--- config.mk ---
export PLATFORM = sky130hd
export DESIGN_NAME = serial2parallel_rx
export DESIGN_NICKNAME = d
export VERILOG_FILES = /design/src/rtl/s2p_pkg.sv /design/src/rtl/s2p_fifo.sv /design/src/rtl/serial2parallel_rx.sv
export SDC_FILE = /design/constraint.sdc
export NUM_CORES = 1
export LEC_CHECK = 0
export ABC_AREA = 1
export ABC_CLOCK_PERIOD_IN_PS = 4500
export CORE_MARGIN = 5
export CORE_UTILIZATION = 45
export DETAILED_ROUTE_END_ITERATION = 8
export PLACE_DENSITY = 0.73
export REMOVE_ABC_BUFFERS = 1
export SETUP_SLACK_MARGIN = 0.1
export SLEW_MARGIN = 0
export SYNTH_ARGS = -nofsm -noshare
export SYNTH_HDL_FRONTEND = slang
export SYNTH_HIERARCHICAL = 1
export SYNTH_SLANG_ARGS = --single-unit
export TNS_END_PERCENT = 20
--- constraint.sdc ---
create_clock -name clk -period 4.5 [get_ports clk]
set_clock_uncertainty 0.2 [all_clocks]
set_input_delay 0.45 -clock clk [delete_from_list [all_inputs] [get_ports clk]]
set_output_delay 0.45 -clock clk [all_outputs]
set_load 0.05 [all_outputs]
--- src/rtl/s2p_pkg.sv ---
// s2p_pkg: shared types, defaults and width helper for the serial-to-parallel receiver
package s2p_pkg;
  typedef enum logic {HUNT, SHIFT} state_t;
  localparam int W_DEF = 4;
  localparam int DEPTH_DEF = 2;
  function automatic int cnt_w(input int n);
    return (n > 1) ? $clog2(n) : 1;
  endfunction
endpackage

--- src/rtl/s2p_fifo.sv ---
// s2p_fifo: small synchronous FIFO whose head word and valid flag are registered
module s2p_fifo import s2p_pkg::*; #(
  parameter int W = W_DEF,
  parameter int DEPTH = DEPTH_DEF
) (
  input  logic         clk,
  input  logic         rst_n,
  input  logic         i_push,
  input  logic [W-1:0] i_data,
  input  logic         i_pop,
  output logic         o_drop,
  output logic [W-1:0] o_head,
  output logic         o_valid
);
  localparam int AW = cnt_w(DEPTH);
  logic [W-1:0] r_mem [DEPTH];
  logic [AW-1:0] r_wr, r_rd;
  logic [AW:0] r_cnt;
  logic w_full, w_wr_en;
  assign w_full = r_cnt == (AW+1)'(DEPTH);
  assign w_wr_en = i_push & (~w_full | i_pop);
  assign o_drop = i_push & w_full & ~i_pop;
  // storage, pointers and the registered head; a word pushed this edge shows at the head one edge later
  always_ff @(posedge clk or negedge rst_n) begin
    if (!rst_n) begin
      for (int i = 0; i < DEPTH; i++) r_mem[i] <= '0;
      r_wr <= '0;
      r_rd <= '0;
      r_cnt <= '0;
      o_head <= '0;
      o_valid <= 1'b0;
    end else begin
      if (w_wr_en) begin
        r_mem[r_wr] <= i_data;
        r_wr <= r_wr + 1'b1;
      end
      if (i_pop) r_rd <= r_rd + 1'b1;
      r_cnt <= r_cnt + (AW+1)'(w_wr_en) - (AW+1)'(i_pop);
      o_valid <= (r_cnt - (AW+1)'(i_pop)) != '0;
      o_head <= r_mem[r_rd + AW'(i_pop)];
    end
  end
endmodule

--- src/rtl/serial2parallel_rx.sv ---
// serial2parallel_rx: frames an MSB-first serial stream into words, queues them, tracks framing and overflow faults
module serial2parallel_rx import s2p_pkg::*; #(
  parameter int W = W_DEF,
  parameter int DEPTH = DEPTH_DEF,
  parameter int ERR_CNT_W = 8
) (
  input  logic                 clk,
  input  logic                 rst_n,
  input  logic                 din,
  input  logic                 din_sync,
  output logic [W-1:0]         m_data,
  output logic                 m_valid,
  input  logic                 m_ready,
  output logic                 overflow,
  output logic [ERR_CNT_W-1:0] sync_err_cnt,
  input  logic                 clr_err
);
  localparam int CW = cnt_w(W);
  localparam logic [CW-1:0] LAST = CW'(W-1);
  state_t r_state;
  logic [CW-1:0] r_cnt;
  logic [W-2:0] r_shift;
  logic r_ovf;
  logic [ERR_CNT_W-1:0] r_err;
  logic w_err, w_push, w_pop, w_drop;
  assign w_err = din_sync & (r_state == SHIFT);
  assign w_push = (r_state == SHIFT) & ~din_sync & (r_cnt == LAST);
  assign w_pop = m_valid & m_ready;
  assign overflow = r_ovf;
  assign sync_err_cnt = r_err;
  // framer: any sync restarts capture, otherwise shift until the last bit completes the word
  always_ff @(posedge clk or negedge rst_n) begin
    if (!rst_n) begin
      r_state <= HUNT;
      r_cnt <= '0;
      r_shift <= '0;
    end else if (din_sync) begin
      r_state <= SHIFT;
      r_cnt <= CW'(1);
      r_shift <= (W-1)'(din);
    end else if (r_state == SHIFT) begin
      r_state <= (r_cnt == LAST) ? HUNT : SHIFT;
      r_cnt <= (r_cnt == LAST) ? '0 : r_cnt + 1'b1;
      r_shift <= (W-1)'({r_shift, din});
    end
  end
  // sticky overflow and saturating sync-error count; a clear beats a same-cycle event
  always_ff @(posedge clk or negedge rst_n) begin
    if (!rst_n) begin
      r_ovf <= 1'b0;
      r_err <= '0;
    end else begin
      r_ovf <= clr_err ? 1'b0 : (r_ovf | w_drop);
      r_err <= clr_err ? '0 : r_err + ERR_CNT_W'(w_err && r_err != '1);
    end
  end
  s2p_fifo #(.W(W), .DEPTH(DEPTH)) u_fifo (
    .clk(clk),
    .rst_n(rst_n),
    .i_push(w_push),
    .i_data({r_shift, din}),
    .i_pop(w_pop),
    .o_drop(w_drop),
    .o_head(m_data),
    .o_valid(m_valid)
  );
endmodule

==> summary.md <==
| Metric | Value |
|---|---|
| Outcome | finished, final reports clean |
| Worst slew margin | 46.9% |
| Final TNS setup | 0 ns |
| Clock tree sinks | 32 |
| Comb power frac | 33.5% |
| WP data arrival | approximately 2.5 ns |
| Vias in the first global route | between 1,000 and 1,500 |
| Worst setup SP type | input pin |
| Vias/cell | 4.78 |
| Remaining DRCs | 0 |
| Routability Congestion | 0.801 |
| Cells after synthesis | about 160 |
| Die W | 66.2 um |
| Post-CTS Setup Inserts | 0 |
| #FFs+latches synth | 32 |
| Core Box Area | 3050 um2 |
| Period Utilization, post-route | between 50% and 60% |
| Post-synth cell types | 16 |
| Max stage delay on crit path | 0.61 ns |
| Sw Pwr | ~0.36 mW |
| Sw Ratio | between 30 and 40% |
| H-tree Lvls | 2 |
| Worst skew pair latency | about 0.33 ns |
| Final Max Tran Viols | 0 |
| Synth top area share | 56.3% |
| Critical path's slowest cell | nor2_1 |
| Ys Warns | 6 |
| Lkg Pwr | 0.846 nW |
| Worst Hold Class | flop to flop |
| Setup WS post-layout | 2.07 ns |
| Max Freq | 412 MHz |
| DR vias | about 1,100 |
| CTS max path bufs | 2 |
| Seq/Total Area, Yosys | 56.3% |
| Initial Util | a little under half |
| Unrepaired setup endpoints after global routing | no |
| Final-report setup violation count | 0 |
| Die area | 4390 um2 |
| Number of port buffers | 19 |
| Cts hold-fix bufs | 0 |
| Total GRT Usage | between 10% and 20% |
| Placed wire-length estimate | 1.81 mm |
| Pint | between 0.6 and 0.7 mW |
| Worst-margin pin slew | 0.793 ns |
| First-pass DRT Iterations | 4 |
| Max cap viols | 0 |
| WP data required | ~4.5 ns |
| WL/cell | 10.4 um |
| Worst setup EP type | flop |
| CTS tree | yes |
| Flop pwr share | 44.9% |
| Post_cts resized | 0 |
| Grt ovf | 0 |
| Worst-case vdd ir drop | 0.000364 V |
| Root buf cell | clkbuf_4 |
| Die H | about 66 um |
| Top post-synthesis cells by area | dfrtp_1 (56%), nand2_1 (13%), inv_1 (5.0%) |
| Antenna violations before repair | 0 |
| Global-route wire length before repair | about 4.3 mm |
| Finished Core Util | 56.8% |
| Fin. Hold Viols | 0 |
| Hold Crit Depth | 2 |
| Routed Antenna Nets | 0 |
| Mapped Area | 1420 um2 |
| Clock share of power | 21.6% |
| # nets final | 198 |
| Area growth, synth to finish | 21.9% |
| Crit Path Category | input pin to flop |
| Synth area leader | dfrtp_1 |
| Pin count of the biggest net entering global routing | 33 |
| Routed wire length | 2.40 mm |
| # diodes | 0 |
| CP Max Fanout | 12 |
| Starting DRT DRC Count | 56 |
| Post-layout minimum cycle time | 2.43 ns |
| Rows | 20 |
| PwrDens | 559 nW/um2 |
| Ports | 20 |
| Layout cells sized above 1 | 5.32% |
| Syn avg cell area | 8.73 um2 |
| Cells along the critical path | clkdlybuf4s50_1, inv_1, nand2_1, nor2_1, nand2_4, ha_1, inv_1, ha_1, inv_1, nand2_1, nand2_1 |
| CTS clk-pin slew, worst paths | around 0.090 ns |
| CTS Buf Count | 5 |
| Dpl ws | about 1.7 ns |
| R2r worst-path depth | 10 |
[path summary, 6_finish.rpt]
path	startpoint	end	slack, ns
setup / recovery	din_sync	u_fifo/r_cnt[1]$_DFF_PN0_	2.07
hold / removal	u_fifo/r_mem[6]$_DFFE_PN0P_	u_fifo/r_mem[6]$_DFFE_PN0P_	0.28
setup reg to reg	r_cnt[0]$_DFFE_PN0P_	u_fifo/r_cnt[1]$_DFF_PN0_	2.30
hold reg to reg	u_fifo/r_mem[6]$_DFFE_PN0P_	u_fifo/r_mem[6]$_DFFE_PN0P_	0.28
max in group asynchronous	rst_n	u_fifo/r_cnt[1]$_DFF_PN0_	3.51
min in group asynchronous	rst_n	sync_err_cnt[2]$_DFF_PN0_	0.31
[power by group through the flow]
stage / registers [mW] / logic (mW) / clock network, mW
2_1_floorplan: 0.513 / 0.158 / 0
3_3_place_gp: 0.436 / 0.321 / 0
3_5_place_dp: 0.441 / 0.331 / 0
4_1_cts: 0.436 / 0.331 / 0.217
5_1_grt: 0.448 / 0.366 / 0.234
6_report: 0.435 / 0.325 / 0.209
[worst max-delay path, delay by kind of cell]
kind / cells / cell delay (ns)
adder cells (fa/ha/maj): 2 / 0.44
buffers and inverters: 4 / 0.71
AND/OR/NAND/NOR: 5 / 0.85
[cells by family after synthesis]
| family | after synthesis | share of synthesized area (%) |
|---|---|---|
| simple gates | 84 | 24.8 |
| xor+xnor | 2 | 1.76 |
| flops | 32 | 56.3 |
| buf+inv | 22 | 6.24 |
| compound gates | 18 | 6.51 |
| fa+ha+maj | 5 | 4.40 |
[flip-flops by register name (all words and copies together) (netlist names), 2 cells and up]
name and flops:
r_cnt 2, r_shift 3, sync_err_cnt 8, u_fifo/o_head 4
u_fifo/r_cnt 2, u_fifo/r_mem 8
[cells in the mapped netlist]
cell type	count
nand2_1	49
dfrtp_1	32
inv_1	19
nor2_1	18
o21ai_0	11
nand3_1	8
nand4_1	8
a21oi_1	6
ha_1	5
buf_2	1
buf_4	1
clkbuf_2	1
nand2_4	1
o21bai_1	1
xnor2_1	1
xor2_2	1
[layout by cell type (no fill, tap or decap), drive strengths merged]
master,count
nand3,8
nand4,8
nand2,50
a21oi,6
inv,19
dfrtp,32
clkdlybuf4s50,19
buf,1
xnor2,1
o21ai,11
bufinv,1
nor2,18
ha,5
clkbuf,6
xor2,1
o21bai,1
clkinv,1
[routing by layer]
layer	share of wire, %	global-route usage [%]
met5	0	0
met3	4.2	5.10
met2	47	20.6
met1	47	15.7
met4	2.5	6.85
[metrics by stage]
| stage | total power, mW | cells | cell area (um2) | hold slack, ns |
|---|---|---|---|---|
| after floorplan | 0.671 | 160 | 1410 | -0.0456 |
| after detailed placement | 0.771 | 224 | 1660 | 0.259 |
| after CTS | 0.985 | 232 | 1730 | 0.282 |
| final | 0.969 | 232 | 1730 | 0.277 |
| after global routing | 1.05 | 232 | 1730 | 0.309 |
| after global placement | 0.757 | 224 | 1660 | 0.257 |
[final cells by class]
class / instances / area [um2]
clock buffer: 6 / 41.3
inverter: 19 / 71.3
timing repair buffer: 20 / 198
sequential: 32 / 801
multi-input combinational: 109 / 533
fill: 286 / 1320
tap: 44 / 55.1
clock inverter: 2 / 35.0
Power figures use the tool's default switching activity.
